--- config.mk ---
export PLATFORM = sky130hd
export DESIGN_NAME = slave_tx_arbiter
export DESIGN_NICKNAME = d
export VERILOG_FILES = /design/src/rtl/slave_tx_arbiter.sv
export SDC_FILE = /design/constraint.sdc
export NUM_CORES = 1
export LEC_CHECK = 0
export CELL_PAD_IN_SITES_DETAIL_PLACEMENT = 1
export CELL_PAD_IN_SITES_GLOBAL_PLACEMENT = 2
export CORE_ASPECT_RATIO = 0.75
export CORE_MARGIN = 4
export CORE_UTILIZATION = 22
export DETAILED_ROUTE_END_ITERATION = 6
export PLACE_DENSITY = 0.82
export REMOVE_ABC_BUFFERS = 1
export SYNTH_ARGS = -nofsm -noshare
export SYNTH_HDL_FRONTEND = slang
export SYNTH_SLANG_ARGS = --single-unit
--- constraint.sdc ---
create_clock -name clk -period 2.59 [get_ports clk]
set_input_delay 0.518 -clock clk [delete_from_list [all_inputs] [get_ports clk]]
set_output_delay 0.518 -clock clk [all_outputs]
set_load 0.02 [all_outputs]
--- src/rtl/slave_tx_arbiter.sv ---
// Round-robin arbiter that takes one word from a slave requester and sends it serially, LSB first.
// Define SLAVE_TX_PARITY_EN to append an even-parity bit after the payload.
module slave_tx_arbiter #(
  parameter int NUM_REQ = 4,
  parameter int DATA_W  = 8
) (
  input  logic                        clk,
  input  logic                        reset,
  input  logic [NUM_REQ-1:0]          req_valid,
  input  logic [NUM_REQ*DATA_W-1:0]   req_data,
  output logic [NUM_REQ-1:0]          req_ready,
  input  logic                        m_ready,
  output logic                        tx_data,
  output logic                        tx_valid,
  output logic                        tx_done,
  output logic [$clog2(NUM_REQ)-1:0]  grant_id,
  output logic                        busy,
  output logic [1:0]                  state_dbg
);

  localparam int IDW = $clog2(NUM_REQ);
  localparam int CW  = $clog2(DATA_W + 2);
`ifdef SLAVE_TX_PARITY_EN
  localparam int LAST = DATA_W + 1;
`else
  localparam int LAST = DATA_W;
`endif
  localparam logic [CW-1:0] LAST_C = CW'(LAST);
  localparam logic [CW-1:0] DATA_C = CW'(DATA_W);

  typedef enum logic [1:0] {IDLE = 2'd0, SHIFT = 2'd1, DONE = 2'd2} state_t;

  // Handshake semantics: a word moves on a rising edge where req_valid[k] and
  // req_ready[k] are both high; req_ready is offered only in IDLE with m_ready
  // high, to one requester, and never depends on the handshake having happened.

  state_t              state, state_nxt;
  logic [IDW-1:0]      rr_ptr;
  logic [IDW-1:0]      win;
  logic [IDW-1:0]      cand;
  logic                any_valid;
  logic                hs;
  logic [DATA_W-1:0]   win_word;
  logic [DATA_W-1:0]   sreg;
  logic                par;
  logic [CW-1:0]       bit_cnt;

  // First valid requester at or after rr_ptr, wrapping.
  always_comb begin
    win       = '0;
    cand      = '0;
    any_valid = 1'b0;
    for (int i = 0; i < NUM_REQ; i++) begin
      cand = IDW'((int'(rr_ptr) + i) % NUM_REQ);
      if (!any_valid && req_valid[cand]) begin
        any_valid = 1'b1;
        win       = cand;
      end
    end
  end

  always_comb begin
    req_ready = '0;
    if (reset && (state == IDLE) && m_ready && any_valid)
      req_ready[win] = 1'b1;
  end

  assign hs       = |req_ready;
  assign win_word = req_data[int'(win)*DATA_W +: DATA_W];

  always_ff @(posedge clk or negedge reset) begin
    if (!reset) state <= IDLE;
    else        state <= state_nxt;
  end

  always_comb begin
    state_nxt = state;
    case (state)
      IDLE:    if (hs) state_nxt = SHIFT;
      SHIFT:   if (bit_cnt == LAST_C) state_nxt = DONE;
      DONE:    state_nxt = IDLE;
      default: state_nxt = IDLE;
    endcase
  end

  always_comb begin
    tx_done   = (state == DONE);
    busy      = (state != IDLE);
    state_dbg = state;
  end

  // bit_cnt holds the number of bits already placed on tx_data for this word.
  always_ff @(posedge clk or negedge reset) begin
    if (!reset) begin
      sreg     <= '0;
      par      <= 1'b0;
      bit_cnt  <= '0;
      tx_data  <= 1'b0;
      tx_valid <= 1'b0;
      grant_id <= '0;
      rr_ptr   <= '0;
    end else begin
      case (state)
        IDLE: begin
          if (hs) begin
            sreg     <= win_word >> 1;
            par      <= ^win_word;
            tx_data  <= win_word[0];
            tx_valid <= 1'b1;
            bit_cnt  <= CW'(1);
            grant_id <= win;
            rr_ptr   <= IDW'((int'(win) + 1) % NUM_REQ);
          end
        end
        SHIFT: begin
          if (bit_cnt == LAST_C) begin
            tx_data  <= 1'b0;
            tx_valid <= 1'b0;
            bit_cnt  <= '0;
          end else begin
            bit_cnt <= bit_cnt + 1'b1;
            if (bit_cnt < DATA_C) begin
              tx_data <= sreg[0];
              sreg    <= sreg >> 1;
            end else begin
              tx_data <= par;
            end
          end
        end
        default: ;
      endcase
    end
  end

endmodule

Word-level counts from Yosys, hierarchy flattened
Cells that the tools add are included.
{"block": "word_totals", "ff_bits": 21, "latchBits": 0, "mem_bits_rw": 0, "mem_bits_ro": 0, "inputBits": 39, "output_inout_bits": 12, "n_memories": 0}
{"block": "classes", "n_addsub": 5, "n_mul": 0, "div_mod_pow": 0, "n_lt_le_gt_ge": 7, "n_eq_ne": 7, "n_shift": 1, "mux": 36, "bitwise": 0, "n_reduce_logical": 20}
{"operator": "$shiftx A32 B6 Y8", "n": 1}
{"operator": "$mux W8", "n": 3}
{"operator": "$pmux W8 S2", "n": 1}
{"operator": "$lt A2 B3 Y1 const B", "n": 5}
{"operator": "$mux W1", "n": 14}
{"operator": "$mux W2", "n": 6}
{"operator": "$mux W4", "n": 3}
{"operator": "$bmux W1 S2", "n": 4}
{"operator": "$ne A2 B2 Y1 const B", "n": 4}
{"operator": "$pmux W4 S2", "n": 1}
{"operator": "$reduce_xor A8 Y1", "n": 1}
{"operator": "$logic_and A1 B1 Y1", "n": 7}
{"operator": "$reduce_and A2 Y1", "n": 3}
{"operator": "$add A2 B1 Y2 const B", "n": 2}
{"operator": "$add A2 B2 Y2 const B", "n": 2}
{"operator": "$add A4 B1 Y4 const B", "n": 1}
{"operator": "$eq A4 B4 Y1 const B", "n": 1}
{"operator": "$lt A4 B4 Y1 const B", "n": 1}
{"operator": "$pmux W1 S2", "n": 2}
{"operator": "$pmux W2 S2", "n": 1}
{"operator": "$reduce_and A4 Y1", "n": 1}
{"operator": "$reduce_bool A2 Y1", "n": 2}
{"operator": "$reduce_or A4 Y1", "n": 1}
{"operator": "$logic_not A1 Y1", "n": 3}
{"operator": "6 further kinds", "n": 6}

Depth between registers and ports, before layout
Gate-level depths: netlist of run 1.
{"block": "depth", "ltp_word": 20, "ltp_mapped": 10, "ltp_nobuf": 8}

Least setup slack after synthesis of run 1
Ideal clock, no wire load.
{"block": "synth_path", "path_kind": "input port to flip-flop", "startpoint": "input port req_valid[2]", "endpoint": "register par", "setup_ps": 76, "arrival_ps": 2696, "t_required_ps": 2514, "setup_slack_ps": -182, "path_stages": 9, "n_path_buf": 1, "path_cell_list": "nor2b_1 -> or4b_1 -> buf_2 -> a21bo_1 -> a32oi_2 -> xnor2_1 -> xnor3_1 -> xnor3_1 -> o21ai_1"}
{"block": "synth_via", "elab_chain_len": 19, "elab_cells_between_ends": 33}
{"item": "start, declared", "line": "9", "source": "input logic [NUM_REQ-1:0] req_valid,"}
{"item": "$bmux W1 S2", "line": "55", "source": "if (!any_valid && req_valid[cand]) begin"}
{"item": "$mux W1 (not written as such)", "line": "55"}
{"item": "$mux W1", "line": "55"}
{"item": "$logic_not A1 Y1", "line": "55"}
{"item": "$logic_and A1 B1 Y1", "line": "55"}
{"item": "$mux W1", "line": "55"}
{"item": "$logic_not A1 Y1", "line": "55"}
{"item": "$logic_and A1 B1 Y1", "line": "55"}
{"item": "[... 3 more ...]"}
{"item": "$mux W2", "line": "55"}
{"item": "$lt A2 B3 Y1 (not written as such) / $ge A2 B1 Y1 (equally long branches)", "line": "65", "source": "req_ready[win] = 1'b1;"}
{"item": "$logic_and A1 B1 Y1 (not written as such)", "line": "65"}
{"item": "$mux W1 (not written as such)", "line": "65"}
{"item": "$demux W1 S2", "line": "65"}
{"item": "$mux W4", "line": "64", "source": "if (reset && (state == IDLE) && m_ready && any_valid)"}
{"item": "$reduce_or A4 Y1", "line": "68", "source": "assign hs = |req_ready;"}
{"item": "$reduce_and A2 Y1 (no source line)"}
{"item": "end signal, assigned", "line": "107", "source": "par <= ^win_word;"}
{"item": "end, declared", "line": "45", "source": "logic par;"}
Parallel ways exist; a longest one is shown, timed or not. The select of a mux whose other input is x is not followed.
A chain may end at the register's enable or synchronous reset.

Final worst setup path of run 1
Same ends and word-level chain as after synthesis.

==> reports/results.ini, run 1 <==
[synth]
async_flop_share=1.00
ys_seq_elements=20
synthMuxAreaShare=0.00721
synth_area_sq_um=1390
synth_edf_count=0
synth_top_family_by_area=compound AO/OA/AOI/OAI gates
yosysTopAreaCell=dfrtp_1
syn_inst=171
ys.flop_type=dfrtp_1
yosys_warnings=0
yosysSeqAreaShare=0.361
synthTopCellsByCount=30 x nand2_1, 20 x dfrtp_1, 18 x nor2_1
yosys.area.top_type_share=0.361
synth_compound_area_frac=0.264
netlist_top_cells_area=dfrtp_1 36%, nand2_1 8.1%, a21oi_1 5.4%
yosysMostFrequentCell=nand2_1
synth_fa_ha_area_frac=0.0180
synth_simple_gate_area_frac=0.248
synth-xor-area-share=0.0514
avgSynthCellArea_sq_um=8.11
ys_types=41

[status]
outcome=complete, no violations

[worst_setup_path]
critPathBufInv=4
crit_path_cell_trace=buf_4 > nor2b_4 > or4b_4 > buf_6 > and2_4 > buf_6 > buf_6 > nand2_2 > a22oi_2 > xnor2_1 > xnor3_1 > o21ai_1
crit_type=in2reg
crit_family=simple AND/OR/NAND/NOR gates
slowest_stage=or4b_4
critPathMostFrequentCell=buf_6
max_stage_delay_ns=0.56
worst_setup_path_start_kind=input pin
arrival_ns=2.74
required_ns=2.77
endpoint_kind=register
crit_fanout=7

[floorplanning]
die_x_um=99.7
fp.dieH_um=76.8
dieArea_sq_um=7650
start_util=0.232
rows=24
ios=51
core_sq_um=5980

[sta]
fmax_mhz=391
finalCritPeriodShare=0.987
skew_ns=0.00164
relSlewSlack=0.539
fin_hold_ws_ns=0.488
grt_setup_unrepaired=yes
setup_violations=0
drv_slew=0
finalHoldViolCount=0
period_minus_slack_ns=2.56
worst_slew_pin_slew_ns=0.683

[power]
leakagePower_nw=1.04
power_mw=2.44
seqPwrFrac=0.231
power_frac_comb=0.673
ir_worst_vdd_v=0.000369
internal-power_mw=1.49
netSwitchingFraction=0.388
p_clk_frac=0.096
p_sw_mw=0.946
powerDensity_nw_per_um2=1040

[drt]
vias=1532
drc_errors=0
drtPass1Iterations=4
drt_iter0_drc=38
avgViaCountPerCell=4.61
ant_nets=0
wirelength_um=4730
wl_per_cell_um=14.2

[grt]
overflow=0
grt_util_all_layers=0.125
grt_max_degree=21
grt_antenna_before_repair=0
grt_first_pass_wirelength_um=7920
grt_pass1_vias=1683

[clock_tree]
clk_pin_slew_ns=0.07
cts_hold_buf=0
cts.path.max_buffers=2
h-tree-depth=1
cts_buffers=3
clk_latency_ns=0.25
cts_tree=done
clock-sinks=20
root_buffer=clkbuf_8

[hold_path]
hp-class=reg2reg

[placed_design]
dp_hpwl_um=3720
gp_congestion=0.809
port_buffers=50
place_inst=322

[layout]
nets=296
final_cells=332
drive_gt1_frac=0.268
antennaDiodeCount=0
syn_to_final_growth_pct=68.7

[job]
maxCapViolations=0

==> stage by stage <==
step | TNS [ns] | utilization | setup slack [ns] | area, sq um
6_report | 0 | 0.392 | 0.0345 | 2340
5_1_grt | -0.0839 | 0.392 | -0.0839 | 2340
4_1_cts | 0 | 0.393 | 0.0208 | 2350
3_5_place_dp | -5.61 | 0.367 | -0.828 | 2190
3_3_place_gp | -5.02 | 0.367 | -0.752 | 2190
2_1_floorplan | -0.248 | - | -0.248 | 1340
==> final timing paths <==
check / from / slack, ns / end / cells past startpoint
worst max-delay path: req_valid[2] / 0.03 / par / 12
worst min-delay path: grant_id[0] / 0.49 / grant_id[0] / 2
worst max register to register: rr_ptr[0] / 0.05 / par / 11
worst min register to register: grant_id[0] / 0.49 / grant_id[0] / 2
max in group asynchronous: reset / 1.64 / rr_ptr[0] / 2
min in group asynchronous: reset / 0.72 / sreg[2] / 2
==> power groups by stage <==
stage	sequential, mW	clock (mW)	combinational, mW
global placement	0.551	0	1.51
detailed placement	0.555	0	1.54
global route	0.585	0.263	1.81
floorplan	0.581	0	0.877
finish	0.562	0.235	1.64
CTS	0.563	0.245	1.64
==> cell usage in the layout (no fill, tap or decap), types with 4 or more instances in the layout <==
master and count:
nand3_1 6, dfrtp_1 19, o22ai_1 7, clkdlybuf4s50_1 42
clkbuf_8 4, inv_1 6, nand2_1 28, buf_2 5
nor2_1 17, nor2b_1 4, o21ai_0 12, a21oi_1 15
buf_6 5, buf_4 32
==> what timing repair did <==
action                                  in CTS  in global routing
gates cloned                                 0                  0
gates resized for setup                     50                  5
endpoints found under the setup margin      10                  5
buffers inserted                             6                  0
pin swaps                                   13                  1
==> flip-flops by register name (all words and copies together) (netlist names) <==
signal / count
bit_cnt: 4
grant_id: 2
par: 1
rr_ptr: 2
sreg: 7
state_dbg: 2
tx_data: 1
tx_valid: 1
==> area by class of cell <==
class	instances	area, sq um
inverters	6	22.5
well taps	78	97.6
fillers	710	3630
flip-flops and latches	20	502
clock buffers	4	55.1
repair buffers	87	778
multi-input cells	137	886
==> worst min-delay path, cell delays in order, from the launching register on <==
cell and delay, ns:
dfrtp_1 0.35, nand2_1 0.05, nand2_1 0.05
==> metal layers <==
| metal | part of all wire | routed length [um] | track usage |
|---|---|---|---|
| met5 | 0 | 0 | 0 |
| met2 | 0.47 | 2200 | 0.204 |
| met3 | 0.054 | 257 | 0.0308 |
| met4 | 0.0013 | 6 | 0.00819 |
| met1 | 0.48 | 2260 | 0.175 |
==> cell families (layout without fill, tap and decap cells) <==
| kind of cell | count (synthesis) | in the layout |
|---|---|---|
| AOI/OAI and AO/OA | 55 | 55 |
| xor gates and xnor gates | 5 | 5 |
| adders and majority gates | 2 | 2 |
| buffers and inverters | 14 | 97 |
| DFF | 20 | 20 |
| muxes | 1 | 1 |
| and+or+nand+nor | 74 | 74 |
No activity file was read; power rests on OpenSTA's default activity.
==> run 2: changes to the inputs <==
- CORE_UTILIZATION: 22 -> 24
- CTS_CLUSTER_DIAMETER: not set -> 150
- PLACE_DENSITY: 0.82 -> 0.85
- clock period: 2.59 -> 2.7 ns (I/O delays scaled with it)
==> reports/results.ini, run 2 (synthesis gave the netlist of run 1 again) <==
[sta]
setup_violations=0
finalCritPeriodShare=0.975
finalHoldViolCount=0
grt_setup_unrepaired=yes
relSlewSlack=0.752
drv_slew=0
fmax_mhz=380
skew_ns=0.00480
fin_hold_ws_ns=0.510
worst_slew_pin_slew_ns=0.370
period_minus_slack_ns=2.63
setup_slack_ns=0.0687

[drt]
drt_iter0_drc=55
ant_nets=0
avgViaCountPerCell=4.84
wirelength_um=5160
vias=1621
drc_errors=0
drtPass1Iterations=4
wl_per_cell_um=15.4

[worst_setup_path]
crit_type=in2reg
worst_setup_path_start_kind=input pin
crit_fanout=4
endpoint_kind=register
crit_path_cell_trace=buf_6 > nor2b_4 > or4b_4 > buf_6 > a21bo_1 > a32oi_2 > xnor2_1 > xnor3_1 > xnor3_1 > o21ai_1
slowest_stage=or4b_4
required_ns=2.90
arrival_ns=2.83
startpoint=req_valid[2]
rr_startpoint=rr_ptr[0]
max_stage_delay_ns=0.59

[layout]
top_regs=sreg x7, bit_cnt x4
antennaDiodeCount=0
final_common_cell=clkdlybuf4s50_1
nets=302
top_register=sreg
drive_gt1_frac=0.304
syn_to_final_growth_pct=74.6
final_cells=335
finish.utilization=0.443
largest_reg_flops=7
nFillCells=662
final_cell_mix=42 x clkdlybuf4s50_1, 37 x buf_4, 28 x nand2_1

[power]
power_mw=2.46
internal-power_mw=1.49
netSwitchingFraction=0.393
powerDensity_nw_per_um2=1010
p_clk_frac=0.096
seqPwrFrac=0.221
p_sw_mw=0.966
power_frac_comb=0.682
leakagePower_nw=1.09
ir_worst_vdd_v=0.000365

[floorplanning]
die_x_um=95.8
start_util=0.254
dieArea_sq_um=7070
rows=23
ios=51
fp.dieH_um=73.9
core_sq_um=5470

[grt]
grt_pass1_vias=1689
overflow=0
grt_util_all_layers=0.148
grt_antenna_before_repair=0
grt_max_degree=21
grt_first_pass_wirelength_um=8160

[placed_design]
place_ws_ns=-0.780
port_buffers=50
gp_congestion=0.831
place_inst=324
dp_hpwl_um=4020

[clock_tree]
root_buffer=clkbuf_8
clk_latency_ns=0.27
clock-sinks=20
cts_tree=done
cts_hold_buf=0
cts_buffers=3
cts.path.max_buffers=2
h-tree-depth=1
clk_pin_slew_ns=0.08

[hold_path]
hold_start=grant_id[0]
hp-class=reg2reg

[status]
outcome=complete, no violations

[job]
maxCapViolations=0

==> run 2: cell count changes in the layout (fill, tap and decap cells not counted), moves of 2 or more <==
| cell | before | now |
|---|---|---|
| buf_6 | 5 | 8 |
| a22oi_2 | 2 | 4 |
| a21oi_1 | 15 | 13 |
| buf_2 | 5 | 3 |
| buf_4 | 32 | 37 |
| a22oi_1 | 2 | 0 |
| a21oi_2 | 0 | 2 |
==> run 2: what timing repair did <==
item,4_1_cts,5_1_grt
endpoints found under the setup margin,9,4
cloned,0,0
setup buffers,6,1
resized for setup,40,27
pin swaps,13,9
==> run 2: power groups by stage <==
stage          Clock, mW  Sequential [mW]  Combinational [mW]
2_1_floorplan          0            0.557               0.841
4_1_cts            0.241            0.534                1.63
3_3_place_gp           0            0.529                1.45
5_1_grt            0.252            0.560                1.84
6_report           0.236            0.543                1.68
3_5_place_dp           0            0.538                1.51
==> run 2: final timing paths <==
kind | slack, ns | cells past startpoint | end
worst max register to register | 0.08 | 9 | par
max in group asynchronous | 1.71 | 2 | rr_ptr[0]
worst min-delay path | 0.51 | 2 | grant_id[0]
worst max-delay path | 0.07 | 10 | par
worst min register to register | 0.51 | 2 | grant_id[0]
min in group asynchronous | 0.74 | 2 | bit_cnt[2]
==> run 2: cell type report <==
cell class / instances / area [sq um] / share of cell area
Multi-Input combinational cell: 137 / 925 / 0.382
Timing Repair Buffer: 93 / 825 / 0.340
Sequential cell: 20 / 502 / 0.207
Tap cell: 75 / 93.8 / 0.0387
Clock buffer: 4 / 55.1 / 0.0227
Inverter: 6 / 22.5 / 0.00930
==> run 2: per-layer routing <==
metal	vias to the layer above	track usage	part of all wire
li1	789	-	-
met1	796	0.188	0.44
met2	34	0.263	0.51
met3	2	0.0368	0.047
met4	0	0.0142	0.0037
met5	-	0	0
==> run 2: worst max-delay path: cells and delay by family <==
family | cells | cell delay, ns
simple gates | 2 | 0.71
compound gates | 3 | 0.55
buf+inv | 2 | 0.25
xor+xnor | 3 | 0.79
==> run 2: through the flow <==
stage	setup TNS, ns	cell area (sq um)
3_3_place_gp	-4.15	2210
3_5_place_dp	-4.73	2210
6_report	0	2420
5_1_grt	-0.0456	2420
2_1_floorplan	-0.160	1340
4_1_cts	0	2390
==> run 3: changes to the inputs <==
- PLACE_DENSITY: 0.85 -> 0.83
==> reports/results.ini, run 3 (synthesis gave the netlist of run 1 again) <==
[status]
outcome=complete, no violations

[clock_tree]
cts_tree=done
cts_hold_buf=0
h-tree-depth=1
clk_latency_ns=0.25
root_buffer=clkbuf_8
cts.path.max_buffers=2
clock-sinks=20
clk_pin_slew_ns=0.07
cts_buffers=3

[job]
maxCapViolations=0

[sta]
relSlewSlack=0.631
skew_ns=0.00201
grt_setup_unrepaired=yes
setup_slack_ns=0.0246
finalHoldViolCount=0
drv_slew=0
setup_violations=0
fmax_mhz=374
fin_tns_setup_ns=0
period_minus_slack_ns=2.68
fin_hold_ws_ns=0.497
finalCritPeriodShare=0.991
worst_slew_pin_slew_ns=0.553

[floorplanning]
dieArea_sq_um=7070
start_util=0.254
rows=23
ios=51
fp.dieH_um=73.9
die_x_um=95.8
core_sq_um=5470

[power]
power_mw=2.38
powerDensity_nw_per_um2=996
leakagePower_nw=1.07
ir_worst_vdd_v=0.000312

[grt]
grt_max_degree=21
grt_pass1_vias=1625
grt_antenna_before_repair=0
grt_util_all_layers=0.145
overflow=0
grt_first_pass_wirelength_um=8060

[layout]
final_common_cell=clkdlybuf4s50_1
top_regs=sreg x7, bit_cnt x4
nets=300
drive_gt1_frac=0.284
finish.utilization=0.438
antennaDiodeCount=0
top_register=sreg
final_cells=332
syn_to_final_growth_pct=72.4
final_area_sq_um=2390
final_cell_mix=42 x clkdlybuf4s50_1, 33 x buf_4, 27 x nand2_1
largest_reg_flops=7
nFillCells=657

[worst_setup_path]
critPathBufInv=2
ff2ff_path_depth=9
crit_path_cell_trace=buf_6 > nor2b_4 > or4b_4 > buf_6 > a21bo_1 > a32oi_2 > xnor2_2 > xnor3_1 > xnor3_1 > o21ai_1
path_depth=10
slowest_stage=or4b_4
arrival_ns=2.81
crit_family=XOR/XNOR gates
crit_type=in2reg
endpoint_kind=register
crit_fanout=3
max_stage_delay_ns=0.55
worst_setup_path_start_kind=input pin
required_ns=2.83

[placed_design]
dp_hpwl_um=3870
place_ws_ns=-0.750
gp_congestion=0.876
port_buffers=50
place_inst=319
dpl_cell_area_sq_um=2170

[drt]
wl_per_cell_um=15.2
drtPass1Iterations=3
vias=1567
drc_errors=0
wirelength_um=5030
ant_nets=0
drt_iter0_drc=26
avgViaCountPerCell=4.72

[hold_path]
hp-class=reg2reg
whs_path_depth=2

[run 3: worst paths after layout]
path | start | slack, ns | end
worst max register to register | rr_ptr[0] | 0.04 | par
worst max-delay path | req_valid[2] | 0.02 | par
max in group asynchronous | reset | 1.73 | rr_ptr[0]
worst min-delay path | grant_id[1] | 0.50 | grant_id[1]
min in group asynchronous | reset | 0.74 | tx_valid
worst min register to register | grant_id[1] | 0.50 | grant_id[1]
[run 3: layout make-up]
type	count	area, sq um	area share
Multi-Input combinational cell	137	920	0.384
Timing Repair Buffer	91	813	0.340
Sequential cell	20	502	0.210
Tap cell	75	93.8	0.0392
Clock buffer	3	41.3	0.0173
Inverter	6	22.5	0.00941
[run 3: what timing repair did]
item	CTS	global route
setup buffers	5	4
pin swaps	11	7
resized for setup	38	20
endpoints found under the setup margin	5	4
hold endpoints to repair	0	0
gates cloned	1	0
[run 3: worst min-delay path, stage by stage, from the launching register on]
cell     delay [ns]
dfrtp_1        0.35
nand2_1        0.05
o21ai_0        0.06
[run 3: where the power goes]
part / leakage [nW] / internal [mW] / switching (mW)
registers: 0.240 / 0.432 / 0.105
clock network: 0.0216 / 0.0990 / 0.0854
logic: 0.812 / 0.906 / 0.755
total: 1.07 / 1.44 / 0.945
[run 3: per-layer routing]
layer | track usage | vias to the layer above | wire (um)
met5 | 0 | - | 0
met4 | 0.0284 | 0 | 53
met3 | 0.0297 | 6 | 176
met2 | 0.231 | 33 | 2370
met1 | 0.204 | 745 | 2430
li1 | - | 783 | -
